--- src/rtl/exec_pkg.sv ---
// exec_pkg: shared constants, opcode/state types and single-cycle ALU for exec_unit
package exec_pkg;
    localparam int WIDTH = 16;
    localparam int REGBITS = 3;
    localparam int MUL_STEPS = 16;
    typedef enum logic [2:0] {OP_ADD, OP_SUB, OP_AND, OP_OR, OP_XOR, OP_SHL, OP_SHR, OP_MUL} op_t;
    typedef enum logic [1:0] {IDLE, MUL, WB} state_t;
    // Returns {carry, result}; bit WIDTH of a widened subtract is the unsigned borrow
    function automatic logic [WIDTH:0] alu(op_t op, logic [WIDTH-1:0] a, logic [WIDTH-1:0] b);
        case (op)
            OP_ADD: return {1'b0, a} + {1'b0, b};
            OP_SUB: return {1'b0, a} - {1'b0, b};
            OP_AND: return {1'b0, a & b};
            OP_OR:  return {1'b0, a | b};
            OP_XOR: return {1'b0, a ^ b};
            OP_SHL: return {1'b0, a << b[3:0]};
            OP_SHR: return {1'b0, a >> b[3:0]};
            default: return '0;
        endcase
    endfunction
endpackage

--- src/rtl/mul_seq.sv ---
// mul_seq: 16-step LSB-first shift-add multiplier; product includes the step being taken this cycle
module mul_seq import exec_pkg::*; (
    input  logic                 clk,
    input  logic                 reset,
    input  logic                 load,
    input  logic [WIDTH-1:0]     a,
    input  logic [WIDTH-1:0]     b,
    output logic [2*WIDTH-1:0]   product,
    output logic                 last
);
    localparam int CW = $clog2(MUL_STEPS);
    logic [2*WIDTH-1:0] acc, mcand;
    logic [WIDTH-1:0] mplier;
    logic [CW-1:0] cnt;
    logic run;
    assign product = acc + (mplier[0] ? mcand : '0);
    assign last = run && cnt == CW'(MUL_STEPS - 1);
    always_ff @(posedge clk) begin
        if (reset) begin
            acc <= '0;
            mcand <= '0;
            mplier <= '0;
            cnt <= '0;
            run <= 1'b0;
        end else if (load) begin
            acc <= '0;
            mcand <= {{WIDTH{1'b0}}, a};
            mplier <= b;
            cnt <= '0;
            run <= 1'b1;
        end else if (run) begin
            acc <= product;
            mcand <= mcand << 1;
            mplier <= mplier >> 1;
            cnt <= cnt + 1'b1;
            run <= !last;
        end
    end
endmodule

--- src/rtl/exec_unit.sv ---
// exec_unit: execute stage producing one register-file write per accepted ALU or multiply op
module exec_unit import exec_pkg::*; (
    input  logic               clk,
    input  logic               reset,
    input  logic               start,
    input  logic [2:0]         op,
    input  logic [REGBITS-1:0] dest,
    input  logic [WIDTH-1:0]   a_in,
    input  logic [WIDTH-1:0]   b_in,
    output logic               busy,
    output logic               we,
    output logic [REGBITS-1:0] c_index,
    output logic [WIDTH-1:0]   result,
    output logic               zero,
    output logic               carry
);
    state_t state, next;
    logic [REGBITS-1:0] dest_r;
    logic [2*WIDTH-1:0] product;
    logic last;
    logic is_mul;
    logic [WIDTH:0] wb_val;
    assign is_mul = op_t'(op) == OP_MUL;
    // MUL overflow folds the whole upper half into the carry flag
    assign wb_val = state == MUL ? {|product[2*WIDTH-1:WIDTH], product[WIDTH-1:0]}
                                 : alu(op_t'(op), a_in, b_in);
    mul_seq u_mul (
        .clk(clk),
        .reset(reset),
        .load(state == IDLE && start && is_mul),
        .a(a_in),
        .b(b_in),
        .product(product),
        .last(last)
    );
    always_comb begin
        next = IDLE;
        next = state == IDLE ? (start ? (is_mul ? MUL : WB) : IDLE)
             : state == MUL  ? (last ? WB : MUL)
             : IDLE;
    end
    always_ff @(posedge clk) begin
        if (reset) begin
            state <= IDLE;
            busy <= 1'b0;
            we <= 1'b0;
            dest_r <= '0;
            c_index <= '0;
            result <= '0;
            zero <= 1'b0;
            carry <= 1'b0;
        end else begin
            state <= next;
            busy <= next != IDLE;
            we <= next == WB;
            if (state == IDLE && start) dest_r <= dest;
            if (next == WB) begin
                c_index <= state == IDLE ? dest : dest_r;
                result <= wb_val[WIDTH-1:0];
                zero <= wb_val[WIDTH-1:0] == '0;
                carry <= wb_val[WIDTH];
            end
        end
    end
endmodule

--- config.mk ---
export PLATFORM = sky130hd
export DESIGN_NAME = exec_unit
export DESIGN_NICKNAME = d
export VERILOG_FILES = /design/src/rtl/exec_pkg.sv /design/src/rtl/mul_seq.sv /design/src/rtl/exec_unit.sv
export SDC_FILE = /design/constraint.sdc
export NUM_CORES = 1
export LEC_CHECK = 0
export BUFFER_PORTS_ARGS = -buffer_cell sky130_fd_sc_hd__buf_2
export CORE_ASPECT_RATIO = 1.4
export CORE_MARGIN = 4
export CORE_UTILIZATION = 39
export DETAILED_ROUTE_END_ITERATION = 12
export PLACE_DENSITY = 0.54
export SYNTH_ARGS = -nofsm -noshare
export SYNTH_HDL_FRONTEND = slang
export SYNTH_SLANG_ARGS = --single-unit
--- constraint.sdc ---
create_clock -name clk -period 4.2 [get_ports clk]
set_input_delay 0.42 -clock clk [delete_from_list [all_inputs] [get_ports clk]]
set_output_delay 0.42 -clock clk [all_outputs]
set_load 0.02 [all_outputs]
; Yosys cells after proc, flatten, opt, wreduce, memory -nomap -nowiden
; Index checks and enable logic that the tools add are counted.
[word_totals]
input_bits = 41
elab_cells = 59
output_inout_bits = 23
register_bits = 113
[classes]
addsub = 4
muxes = 15
eq_ne = 10
bitwise = 3
n_reduce_logical = 11
shift = 2
[ops]
columns = cell, n
row1 = $pmux W17 S7, 1
row2 = $mux W16, 4
row3 = $add A32 B32 Y32, 1
row4 = $mux W32, 1
row5 = $add A16 B16 Y17, 1
row6 = $mux W17, 1
row7 = $sub A16 B16 Y17, 1
row8 = $and A16 B16 Y16, 1
row9 = $logic_not A16 Y1, 1
row10 = $or A16 B16 Y16, 1
row11 = $reduce_or A16 Y1, 1
row12 = $shl A16 B4 Y16, 1
row13 = $shr A16 B4 Y16, 1
row14 = $xor A16 B16 Y16, 1
row15 = $eq A3 B3 Y1 const B, 4
row16 = $mux W2, 5
row17 = $eq A3 B2 Y1 const B, 2
row18 = $add A4 B1 Y4 const B, 1
row19 = $eq A4 B4 Y1 const B, 1
row20 = $reduce_bool A2 Y1, 2
row21 = $eq A3 B1 Y1 const B, 1
row22 = $logic_and A1 B1 Y1, 3
row23 = $logic_not A3 Y1, 1
row24 = $mux W3, 1
row25 = 6 further kinds, 7

; Logic depth before layout (Yosys ltp)
; Gate-level depths: netlist of run 1.
[logic_depth]
ltp_word = 6
ltp_mapped = 19
depth_no_buf = 16

; Modules after synthesis
; Synthesis of run 1 repeated with hierarchy kept, for this count alone.
[unflattened]
hier_cells = 1301
area_unflattened_um2 = 10112.2
[modules_own_cells]
columns = module, instances, seq_area_each_um2, area_each_um2, cells_each
row1 = mul_seq, 1, 1701.6, 5338.9, 656
row2 = exec_unit, 1, 560.5, 4773.3, 645

; Least setup slack after synthesis of run 1
; Ideal clock, no wire load.
[synth_path]
path_type = input port to flip-flop
startpoint = input port b_in[0]
endpoint = register zero
path_stages = 19
setup_ns = 0.069
setup_slack_ns = -0.285
arrival_ns = 4.416
path_cell_list = buf_6 -> buf_8 -> buf_2 -> buf_2 -> inv_1 -> ha_1 -> nor2b_1 -> a21oi_1 -> xnor2_1 -> ha_1 -> and2_1 -> o211ai_1 -> a2111oi_0 -> o31ai_1 -> nor3b_1 -> nor4b_1 -> nand4_1 -> or4_1 -> o21ai_1
[synth_between]
elab_chain_cells = 4
[synth_lines]
columns = element, line_no
row1 = "start, declared", exec_unit.sv:9  ; input logic [WIDTH-1:0] b_in,
row2 = "$sub A16 B16 Y17, or another cell as far along", exec_pkg.sv:12  ; OP_SUB: return {1'b0, a} - {1'b0, b};
row3 = $pmux W17 S7 (*), exec_pkg.sv:10  ; case (op)
row4 = $mux W17 (*), exec_unit.sv:25  ; assign wb_val = state == MUL ? {|product[2*WIDTH-1:WIDTH], product[WIDTH-1:0]}
row5 = $logic_not A16 Y1 (*), exec_unit.sv:60  ; zero <= wb_val[WIDTH-1:0] == '0;
row6 = "end signal, assigned", exec_unit.sv:50  ; zero <= 1'b0;
row7 = "end signal, assigned", exec_unit.sv:60
row8 = "end, declared", exec_unit.sv:14  ; output logic zero,
; Every way passes the cells marked *; elsewhere a longest branch is shown, timed or not.
; A chain may end at the register's enable or synchronous reset.

; Worst setup path in the final report of run 1
[layout_path]
startpoint = register u_mul.mplier[0]
endpoint = register carry
[layout_between]
elab_chain_cells = 4
[layout_lines]
columns = element, line_no
row1 = "start, declared", mul_seq.sv:13  ; logic [WIDTH-1:0] mplier;
row2 = "start signal, assigned", mul_seq.sv:34  ; mplier <= mplier >> 1;
row3 = $mux W32, mul_seq.sv:16  ; assign product = acc + (mplier[0] ? mcand : '0);
row4 = $add A32 B32 Y32, mul_seq.sv:16
row5 = $reduce_or A16 Y1, exec_unit.sv:25
row6 = $mux W17, exec_unit.sv:25
row7 = "end signal, assigned", exec_unit.sv:61  ; carry <= wb_val[WIDTH];
row8 = "end, declared", exec_unit.sv:15  ; output logic carry
; Every way passes these cells.

==> flow_metrics.py, run 1 <==
metrics = {
    "outcome": {
        "status": "finished, final reports clean",
    },
    "synthesis": {
        "netlist_area_mm2": 0.0100,
        "synth_simple_gate_area_frac": 0.202,
        "synth_compound_area_frac": 0.229,
        "yosys_warnings": 0,
        "syn_inst": 1246,
        "synth-seq-cells": 113,
        "syn-num-nets": 1371,
        "synth_top_family_by_area": "compound AO/OA/AOI/OAI gates",
        "synthArstFlopShare": 0,
        "synth_ff_type": "dfxtp_1",
        "netlist-cell-type-count": 74,
        "synth_xor_area_frac": 0.0412,
        "yosysSeqAreaShare": 0.226,
        "synth_fa_ha_area_frac": 0.107,
        "syn_avg_cell_area_um2": 8.03,
        "muxShareOfSynthArea": 0.144,
        "synth_edf_count": 0,
    },
    "setup_path": {
        "crit_family": "compound AO/OA/AOI/OAI gates",
        "worstSetupStartpointType": "flop",
        "cp_cell_sequence": "buf_4 > and2_1 > ha_1 > a21oi_1 > o211ai_1 > and2_1 > a311o_1 > o21a_1 > o211a_1 > or3_1 > a2111oi_0 > buf_4 > a21oi_1",
        "arrival_ns": 4.01,
        "crit_required_ns": 4.50,
        "regToRegEndpoint": "carry",
        "r2r_cells": 13,
        "cp_slowest_cell": "dfxtp_2",
        "cp_max_fo": 16,
        "endpoint_kind": "flop",
        "r2r_start": "u_mul.mplier[0]",
        "crit_buf_inv": 2,
        "critPathKind": "reg -> reg",
        "max_stage_delay_ns": 0.51,
        "r2r_setup_slack_ns": 0.49,
    },
    "clock_network": {
        "cts_buffer_depth": 2,
        "cts_root_buffer": "clkbuf_16",
        "clk_pin_slew_ns": 0.05,
        "numCtsBuffers": 17,
        "cts_setup_buffers": 0,
        "hold_buffers": 0,
        "clkLatencyLatePin_ns": 0.42,
        "post_cts_resize_count": 0,
        "htree_levels": 4,
        "cts_sinks": 113,
        "cts_tree": "built",
    },
    "sta": {
        "rsz0062_at_grt": "no",
        "fin_ws_ns": 0.487,
        "fmax_mhz": 269,
        "slew_viol_final": 0,
        "setup_tns_ns": 0,
        "skew_ns": 0.00927,
        "setup_viol": 0,
        "maxSlewHeadroom": 0.219,
        "finalCritPeriodShare": 0.884,
        "fin_crit_ns": 3.71,
        "hold_ws_ns": 0.262,
        "hold_viol_final": 0,
        "max_slew.worst_pin.slew_ns": 1.14,
    },
    "power_and_ir_drop": {
        "totalPowerFinal_w": 0.00345,
        "power.density_mw_per_mm2": 301,
        "ir_drop_mv": 0.344,
        "p_leak_nw": 4.79,
    },
    "cells_and_area": {
        "drive_gt1_frac": 0.154,
        "final_area_mm2": 0.0115,
        "final_cell_mix": "160 x nor2_1, 111 x dfxtp_1, 90 x mux2i_1",
        "n_fill_cell": 2603,
        "ff_latch_area_mm2": 0.00227,
        "n_antenna_cell": 0,
        "mostFrequentLayoutCell": "nor2_1",
        "synthToLayoutAreaGrowth_pct": 14.8,
        "nNetsFinal": 1429,
        "multiInputGateArea_mm2": 0.00727,
    },
    "route": {
        "detail_route.wirelength_um": 33900,
        "remaining_drc_errors": 0,
        "first_iter_violations": 444,
        "dr_total_vias": 9493,
        "vias_per_cell": 5.80,
        "ant_nets": 0,
        "avgRoutedWirePerCell_um": 20.7,
        "firstDrtPassIters": 6,
    },
    "place": {
        "dpl_cell_area_mm2": 0.0109,
        "pre_cts_slack_ns": 0.0992,
        "port_buffers": 63,
        "routabilityCongestion": 0.973,
        "post-dp-hpwl_um": 26300,
    },
    "global_route": {
        "grt_use_total": 0.239,
        "grt_pass1_wl_um": 53000,
        "grt_pass1_vias": 9534,
        "grt_overflow": 0,
        "antenna_found_initial": 0,
        "grt_max_degree": 66,
    },
    "die": {
        "fp.dieH_um": 197,
        "die_w_um": 143,
        "pin_count": 64,
        "core_area_mm2": 0.0253,
        "die-area_mm2": 0.0283,
        "initial_core_util": 0.395,
        "fp-row-count": 69,
    },
    "job": {
        "drv_cap": 0,
    },
    "hold_path": {
        "hold_start": "dest[2]",
        "whs_path_depth": 3,
        "hold_path.class": "in -> reg",
        "min_to": "dest_r[2]",
    },
}
[sequential cells by signal (all words and copies together), names as in the netlist, 2 cells and up]
register / cells
c_index: 3
dest_r: 3
result: 16
state: 2
u_mul.acc: 32
u_mul.cnt: 4
u_mul.mcand: 32
u_mul.mplier: 16
[layer usage]
metal,GRT usage,up-vias,share of wire,wire [µm]
met2,0.438,172,0.52,17600
met1,0.270,4559,0.40,13500
met3,0.0279,70,0.027,913
li1,-,4692,-,-
met5,0,-,0,0
met4,0.123,0,0.054,1820
[worst max-delay path by stage]
stage,from,to,depth (start not counted)
2_1_floorplan,b_in[0],zero,18
3_3_place_gp,b_in[6],zero,13
3_5_place_dp,b_in[6],zero,13
4_1_cts,u_mul.mplier[0],carry,13
5_1_grt,u_mul.mplier[0],carry,12
6_report,u_mul.mplier[0],carry,13
[area by class of cell]
class | instances | area share
clock inverter | 13 | 0.0160
clock buffer | 19 | 0.0386
multi-input combinational | 1004 | 0.633
timing repair buffer | 116 | 0.0632
inverter | 52 | 0.0170
tap | 319 | 0.0348
sequential | 113 | 0.197
[cells in the mapped netlist, types with 13 or more instances]
cell type  instances  area share
nand2_1           84       0.032
ha_1              82        0.10
a21oi_1           76       0.038
nor3_1            25       0.013
buf_1             15      0.0056
a211oi_1          50       0.038
xnor2_1           34       0.030
mux2i_1           90       0.090
nor2_1           160       0.060
dfxtp_1          113        0.23
inv_1             52       0.020
clkbuf_1          53       0.020
o21ai_0           50       0.025
nor2b_1           18       0.011
nand3_1           16      0.0080
a21o_1            20       0.015
a31oi_1           21       0.013
nand2b_1          18       0.011
mux4_2            16       0.036
xor2_1            13       0.011
and2_1            38       0.024
mux2_2            15       0.017
o211ai_1          17       0.013
[logic make-up after synthesis]
logic type	count (synthesis)
mux	122
compound gates	331
flops	113
buf+inv	129
xor+xnor	47
fa+ha+maj	84
simple gates	420
[worst min-delay path: cells and delay by family]
kind                   cells  cell delay (ns)
and+or+nand+nor            1             0.07
muxes                      1             0.06
buffers and inverters      1             0.09
[through the flow]
stage	std cells	utilization
finish	1636	0.454
CTS	1636	0.454
global placement	1604	0.429
global route	1636	0.454
detailed placement	1604	0.429
floorplan	1246	-
[report_power, final]
| group | switching (W) | internal, W | leakage, nW |
|---|---|---|---|
| Clock | 0.000527 | 0.00101 | 0.299 |
| Sequential | 0.0000282 | 0.00111 | 0.918 |
| Combinational | 0.000472 | 0.000310 | 3.57 |
Note: power is estimated with default switching activity, not from simulation.
==> run 2: changes to the inputs <==
Settings changed: ABC_AREA set to 1.
==> flow_metrics.py, run 2 <==
metrics = {
    "synthesis": {
        "yosys_warnings": 0,
        "synth_top_family_by_area": "simple AND/OR/NAND/NOR gates",
        "synthArstFlopShare": 0,
        "netlist-cell-type-count": 43,
        "synth_ff_type": "dfxtp_1",
        "muxShareOfSynthArea": 0,
        "yosysSeqAreaShare": 0.203,
        "synth_simple_gate_area_frac": 0.446,
        "synth_fa_ha_area_frac": 0.0958,
        "synth_edf_count": 0,
        "syn_inst": 1940,
        "netlist_area_mm2": 0.0111,
        "syn_avg_cell_area_um2": 5.73,
        "ys_top_cells_by_count": "659 x nand2_1, 298 x inv_1, 240 x nand3_1",
        "synth_top_area_frac": 0.222,
        "synth-seq-cells": 113,
        "yosysTopAreaCell": "nand2_1",
        "synth_xor_area_frac": 0.0173,
        "synth_compound_area_frac": 0.0961,
        "synth.area.top_cells": "nand2_1 22%, dfxtp_1 20%, nand3_1 11%",
        "syn-num-nets": 2065,
        "yosys.cell_count.top_type": "nand2_1",
    },
    "die": {
        "die-area_mm2": 0.0313,
        "pin_count": 64,
        "fp.dieH_um": 208,
        "initial_core_util": 0.400,
        "die_w_um": 151,
        "fp-row-count": 72,
        "core_area_mm2": 0.0278,
    },
    "global_route": {
        "antenna_found_initial": 0,
        "grt_overflow": 0,
        "busiest_layer": "met2",
        "grtUsageMet3": 0.0277,
        "use_met1": 0.273,
        "grt_pass1_vias": 12032,
        "grt_max_degree": 52,
        "grt_use_total": 0.273,
        "grt_pass1_wl_um": 65900,
        "grt.met2_usage": 0.525,
    },
    "route": {
        "firstDrtPassIters": 5,
        "remaining_drc_errors": 0,
        "first_iter_violations": 682,
        "ant_nets": 0,
        "avgRoutedWirePerCell_um": 18.0,
        "detail_route.wirelength_um": 42500,
        "vias_per_cell": 5.16,
        "dr_total_vias": 12146,
    },
    "cells_and_area": {
        "fin_util": 0.439,
        "final_cell_mix": "659 x nand2_1, 298 x inv_1, 240 x nand3_1",
        "synthToLayoutAreaGrowth_pct": 9.87,
        "mostFrequentLayoutCell": "nand2_1",
        "n_fill_cell": 3182,
        "nNetsFinal": 2098,
        "largestRegisters": "u_mul.acc x32, u_mul.mcand x32",
        "n_antenna_cell": 0,
        "final_area_mm2": 0.0122,
        "drive_gt1_frac": 0.0906,
    },
    "clock_network": {
        "htree_levels": 4,
        "clk_pin_slew_ns": 0.06,
        "cts_setup_buffers": 0,
        "hold_buffers": 0,
        "cts_root_buffer": "clkbuf_16",
        "cts_buffer_depth": 2,
        "clkLatencyLatePin_ns": 0.43,
        "cts_sinks": 113,
        "cts_tree": "built",
        "post_cts_resize_count": 0,
        "numCtsBuffers": 17,
    },
    "setup_path": {
        "endpoint_kind": "flop",
        "r2r_start": "u_mul.mplier[0]",
        "arrival_ns": 3.82,
        "worstSetupStartpointType": "input pin",
        "crit_required_ns": 4.56,
        "critPathLaunch": "b_in[1]",
        "regToRegEndpoint": "carry",
        "cp_max_fo": 11,
        "critPathKind": "in -> reg",
        "r2r_cells": 20,
        "r2r_setup_slack_ns": 1.06,
    },
    "job": {
        "drv_cap": 0,
    },
    "power_and_ir_drop": {
        "power.density_mw_per_mm2": 274,
        "totalPowerFinal_w": 0.00335,
        "p_leak_nw": 6.70,
        "ir_drop_mv": 0.200,
    },
    "sta": {
        "skew_ns": 0.00913,
        "hold_viol_final": 0,
        "setup_viol": 0,
        "rsz0062_at_grt": "no",
        "fmax_mhz": 289,
        "finalCritPeriodShare": 0.823,
        "setup_tns_ns": 0,
        "slew_viol_final": 0,
        "maxSlewHeadroom": 0.262,
        "fin_crit_ns": 3.46,
        "max_slew.worst_pin.slew_ns": 1.11,
        "hold_ws_ns": 0.268,
    },
    "outcome": {
        "status": "finished, final reports clean",
    },
    "place": {
        "port_buffers": 63,
        "post-dp-hpwl_um": 34200,
        "dpl_cell_area_mm2": 0.0117,
        "routabilityCongestion": 0.942,
    },
    "hold_path": {
        "min_to": "dest_r[0]",
        "hold_start": "dest[0]",
        "hold_path.class": "in -> reg",
        "whs_path_depth": 3,
    },
}
-- run 2: final cells by class --
class	count	area [µm²]	area share
multi-input cells	1445	7290	0.597
flip-flops and latches	113	2270	0.185
inverters	313	1180	0.0963
repair buffers	83	465	0.0381
well taps	370	463	0.0379
clock buffers	19	443	0.0362
clock inverters	13	113	0.00921
-- run 2: worst max-delay path: stages --
cell,delay (ns)
buf_2,0.18
nor2_1,0.27
inv_1,0.15
nor2_1,0.31
nand4_1,0.23
nand2_1,0.15
o21ai_0,0.11
xor2_1,0.16
inv_1,0.06
ha_1,0.38
nand2_1,0.12
nor2_1,0.25
and2_1,0.16
nand2_1,0.06
nand2_1,0.06
nand2_1,0.06
nand3_1,0.07
nand3_1,0.10
nor2_1,0.15
nand2_1,0.08
nor2_2,0.07
nand3_1,0.08
a21oi_2,0.13
-- run 2: stage by stage --
step,instances,setup WS (ns)
after floorplan,1940,1.17
after global placement,2324,0.424
after detailed placement,2324,0.291
after CTS,2356,0.750
after global routing,2356,0.467
final,2356,0.742
-- run 2: cells by family after synthesis --
group / count (synthesis)
xor+xnor: 22
fa+ha+maj: 84
compound gates: 185
simple gates: 1154
flops: 113
buf+inv: 382
-- run 2: power by group --
group          internal [W]  switching, W
logic              0.000252      0.000586
clock network      0.000826      0.000550
registers           0.00111     0.0000261
total               0.00219       0.00116
-- run 2: per-layer routing --
metal | vias up | wire, µm
met2 | 282 | 23300
met1 | 5564 | 15300
met4 | 0 | 2790
li1 | 6181 | -
met5 | - | 0
met3 | 119 | 1100
-- run 2: worst max path at each step --
stage | end | depth (start not counted)
2_1_floorplan | zero | 23
3_3_place_gp | zero | 23
3_5_place_dp | zero | 23
4_1_cts | zero | 23
5_1_grt | zero | 23
6_report | zero | 23
==> run 3: changes to the inputs <==
Settings changed: PLACE_DENSITY 0.54 to 0.52.
Clock period 4.2 ns to 3.4 ns, I/O delays scaled along.
==> flow_metrics.py, run 3 (synthesized netlist as in run 2, its figures left out) <==
metrics = {
    "die": {
        "fp-row-count": 72,
        "die_w_um": 151,
        "pin_count": 64,
        "fp.dieH_um": 208,
        "initial_core_util": 0.400,
        "core_area_mm2": 0.0278,
        "die-area_mm2": 0.0313,
    },
    "power_and_ir_drop": {
        "totalPowerFinal_w": 0.00438,
        "p_leak_nw": 6.90,
        "power.density_mw_per_mm2": 349,
        "p_sw_frac": 0.335,
        "pwr-share-comb": 0.248,
        "clkPwrFrac": 0.429,
        "seqPwrFrac": 0.323,
        "internal_power_w": 0.00291,
        "p_sw_w": 0.00147,
        "ir_drop_mv": 0.283,
    },
    "global_route": {
        "use_met1": 0.270,
        "grtUsageMet3": 0.0251,
        "grt_use_total": 0.270,
        "busiest_layer": "met2",
        "grt_pass1_vias": 12116,
        "grt_max_degree": 43,
        "antenna_found_initial": 0,
        "grt_overflow": 0,
        "grt.met2_usage": 0.517,
        "grt_pass1_wl_um": 65200,
    },
    "hold_path": {
        "hold_path.class": "in -> reg",
    },
    "setup_path": {
        "crit_buf_inv": 4,
        "arrival_ns": 3.32,
        "crit_family": "simple AND/OR/NAND/NOR gates",
        "cp_cell_sequence": "buf_2 > nor2_1 > inv_1 > nor2_1 > nand4_1 > buf_4 > nand2_1 > o21ai_0 > xor2_1 > inv_1 > ha_1 > nand2_1 > nor2_1 > nand3_1 > nand3_1 > nand2_1 > nand3_1 > nand3_1 > nor2_1 > nand2_1 > nor2_2 > nand3_1 > a21oi_2",
        "cpMostUsedCell": "nand3_1",
        "worstSetupStartpointType": "input pin",
        "max_stage_delay_ns": 0.33,
        "crit_required_ns": 3.76,
        "endpoint_kind": "flop",
        "critPathKind": "in -> reg",
        "cp_max_fo": 4,
        "cp_slowest_cell": "ha_1",
    },
    "route": {
        "vias_per_cell": 5.10,
        "detail_route.wirelength_um": 42600,
        "first_iter_violations": 733,
        "remaining_drc_errors": 0,
        "dr_total_vias": 12206,
        "firstDrtPassIters": 7,
        "avgRoutedWirePerCell_um": 17.8,
        "ant_nets": 0,
    },
    "sta": {
        "setup_viol": 0,
        "fmax_mhz": 338,
        "maxSlewHeadroom": 0.230,
        "slew_viol_final": 0,
        "fin_crit_ns": 2.96,
        "setup_tns_ns": 0,
        "rsz0062_at_grt": "no",
        "skew_ns": 0.0140,
        "finalCritPeriodShare": 0.870,
        "max_slew.worst_pin.slew_ns": 1.15,
        "hold_ws_ns": 0.171,
        "hold_viol_final": 0,
    },
    "cells_and_area": {
        "final_cell_mix": "659 x nand2_1, 298 x inv_1, 240 x nand3_1",
        "n_antenna_cell": 0,
        "instances_no_fill": 2391,
        "final_area_mm2": 0.0125,
        "nNetsFinal": 2133,
        "largestRegisters": "u_mul.acc x32, u_mul.mcand x32",
        "mostFrequentLayoutCell": "nand2_1",
        "drive_gt1_frac": 0.107,
        "synthToLayoutAreaGrowth_pct": 12.8,
    },
    "place": {
        "dpl_cell_area_mm2": 0.0119,
        "post-dp-hpwl_um": 34300,
        "dp.cells": 2359,
        "routabilityCongestion": 0.940,
        "port_buffers": 63,
    },
    "clock_network": {
        "cts_setup_buffers": 0,
        "cts_tree": "built",
        "post_cts_resize_count": 0,
        "cts_sinks": 113,
        "hold_buffers": 0,
        "clk_pin_slew_ns": 0.06,
        "cts_buffer_depth": 2,
        "cts_root_buffer": "clkbuf_16",
        "numCtsBuffers": 17,
        "clkLatencyLatePin_ns": 0.43,
        "htree_levels": 4,
    },
    "job": {
        "drv_cap": 0,
    },
    "outcome": {
        "status": "finished, final reports clean",
    },
}
==> run 3: changes by cell type in the layout (fill, tap and decap cells not counted) <==
cell        previous run  this run
clkinv_2               5         2
inv_6                  2         4
buf_4                 20        55
bufinv_16              1         3
clkinv_4               2         3
clkbuf_1               1         0
clkinvlp_4             3         2
==> run 3: cell type report <==
cell class                 count  area (µm²)
clock buffer                  18         439
tap                          370         463
timing repair buffer         118         728
multi-input combinational   1445        7290
clock inverter                14         176
fill                        3112       15300
sequential                   113        2270
inverter                     313        1180
==> run 3: worst paths after layout <==
path / slack [ns] / end / depth (start not counted) / from
setup / recovery: 0.44 / zero / 23 / b_in[2]
hold / removal: 0.17 / busy / 2 / reset
setup reg to reg: 0.47 / carry / 18 / u_mul.mplier[0]
hold reg to reg: 0.47 / u_mul.mcand[31] / 2 / u_mul.mcand[31]
==> run 3: power groups by stage <==
stage	registers (W)	clock network [W]	logic, W
after CTS	0.00141	0.00191	0.00108
after global routing	0.00142	0.00197	0.00119
after global placement	0.00144	0	0.00108
after floorplan	0.00146	0	0.000666
after detailed placement	0.00144	0	0.00108
final	0.00141	0.00188	0.00109
==> run 3: per-stage QoR <==
stage | util | worst slack (ns)
final | 0.451 | 0.441
after global routing | 0.451 | 0.168
after CTS | 0.451 | 0.472
after detailed placement | 0.428 | 0.0305
after global placement | 0.428 | 0.0473
after floorplan | - | 0.446
==> run 3: metal layers <==
metal	up-vias	wire length [µm]
met3	118	948
met5	-	0
met4	0	2870
met2	261	23200
li1	6247	-
met1	5580	15600
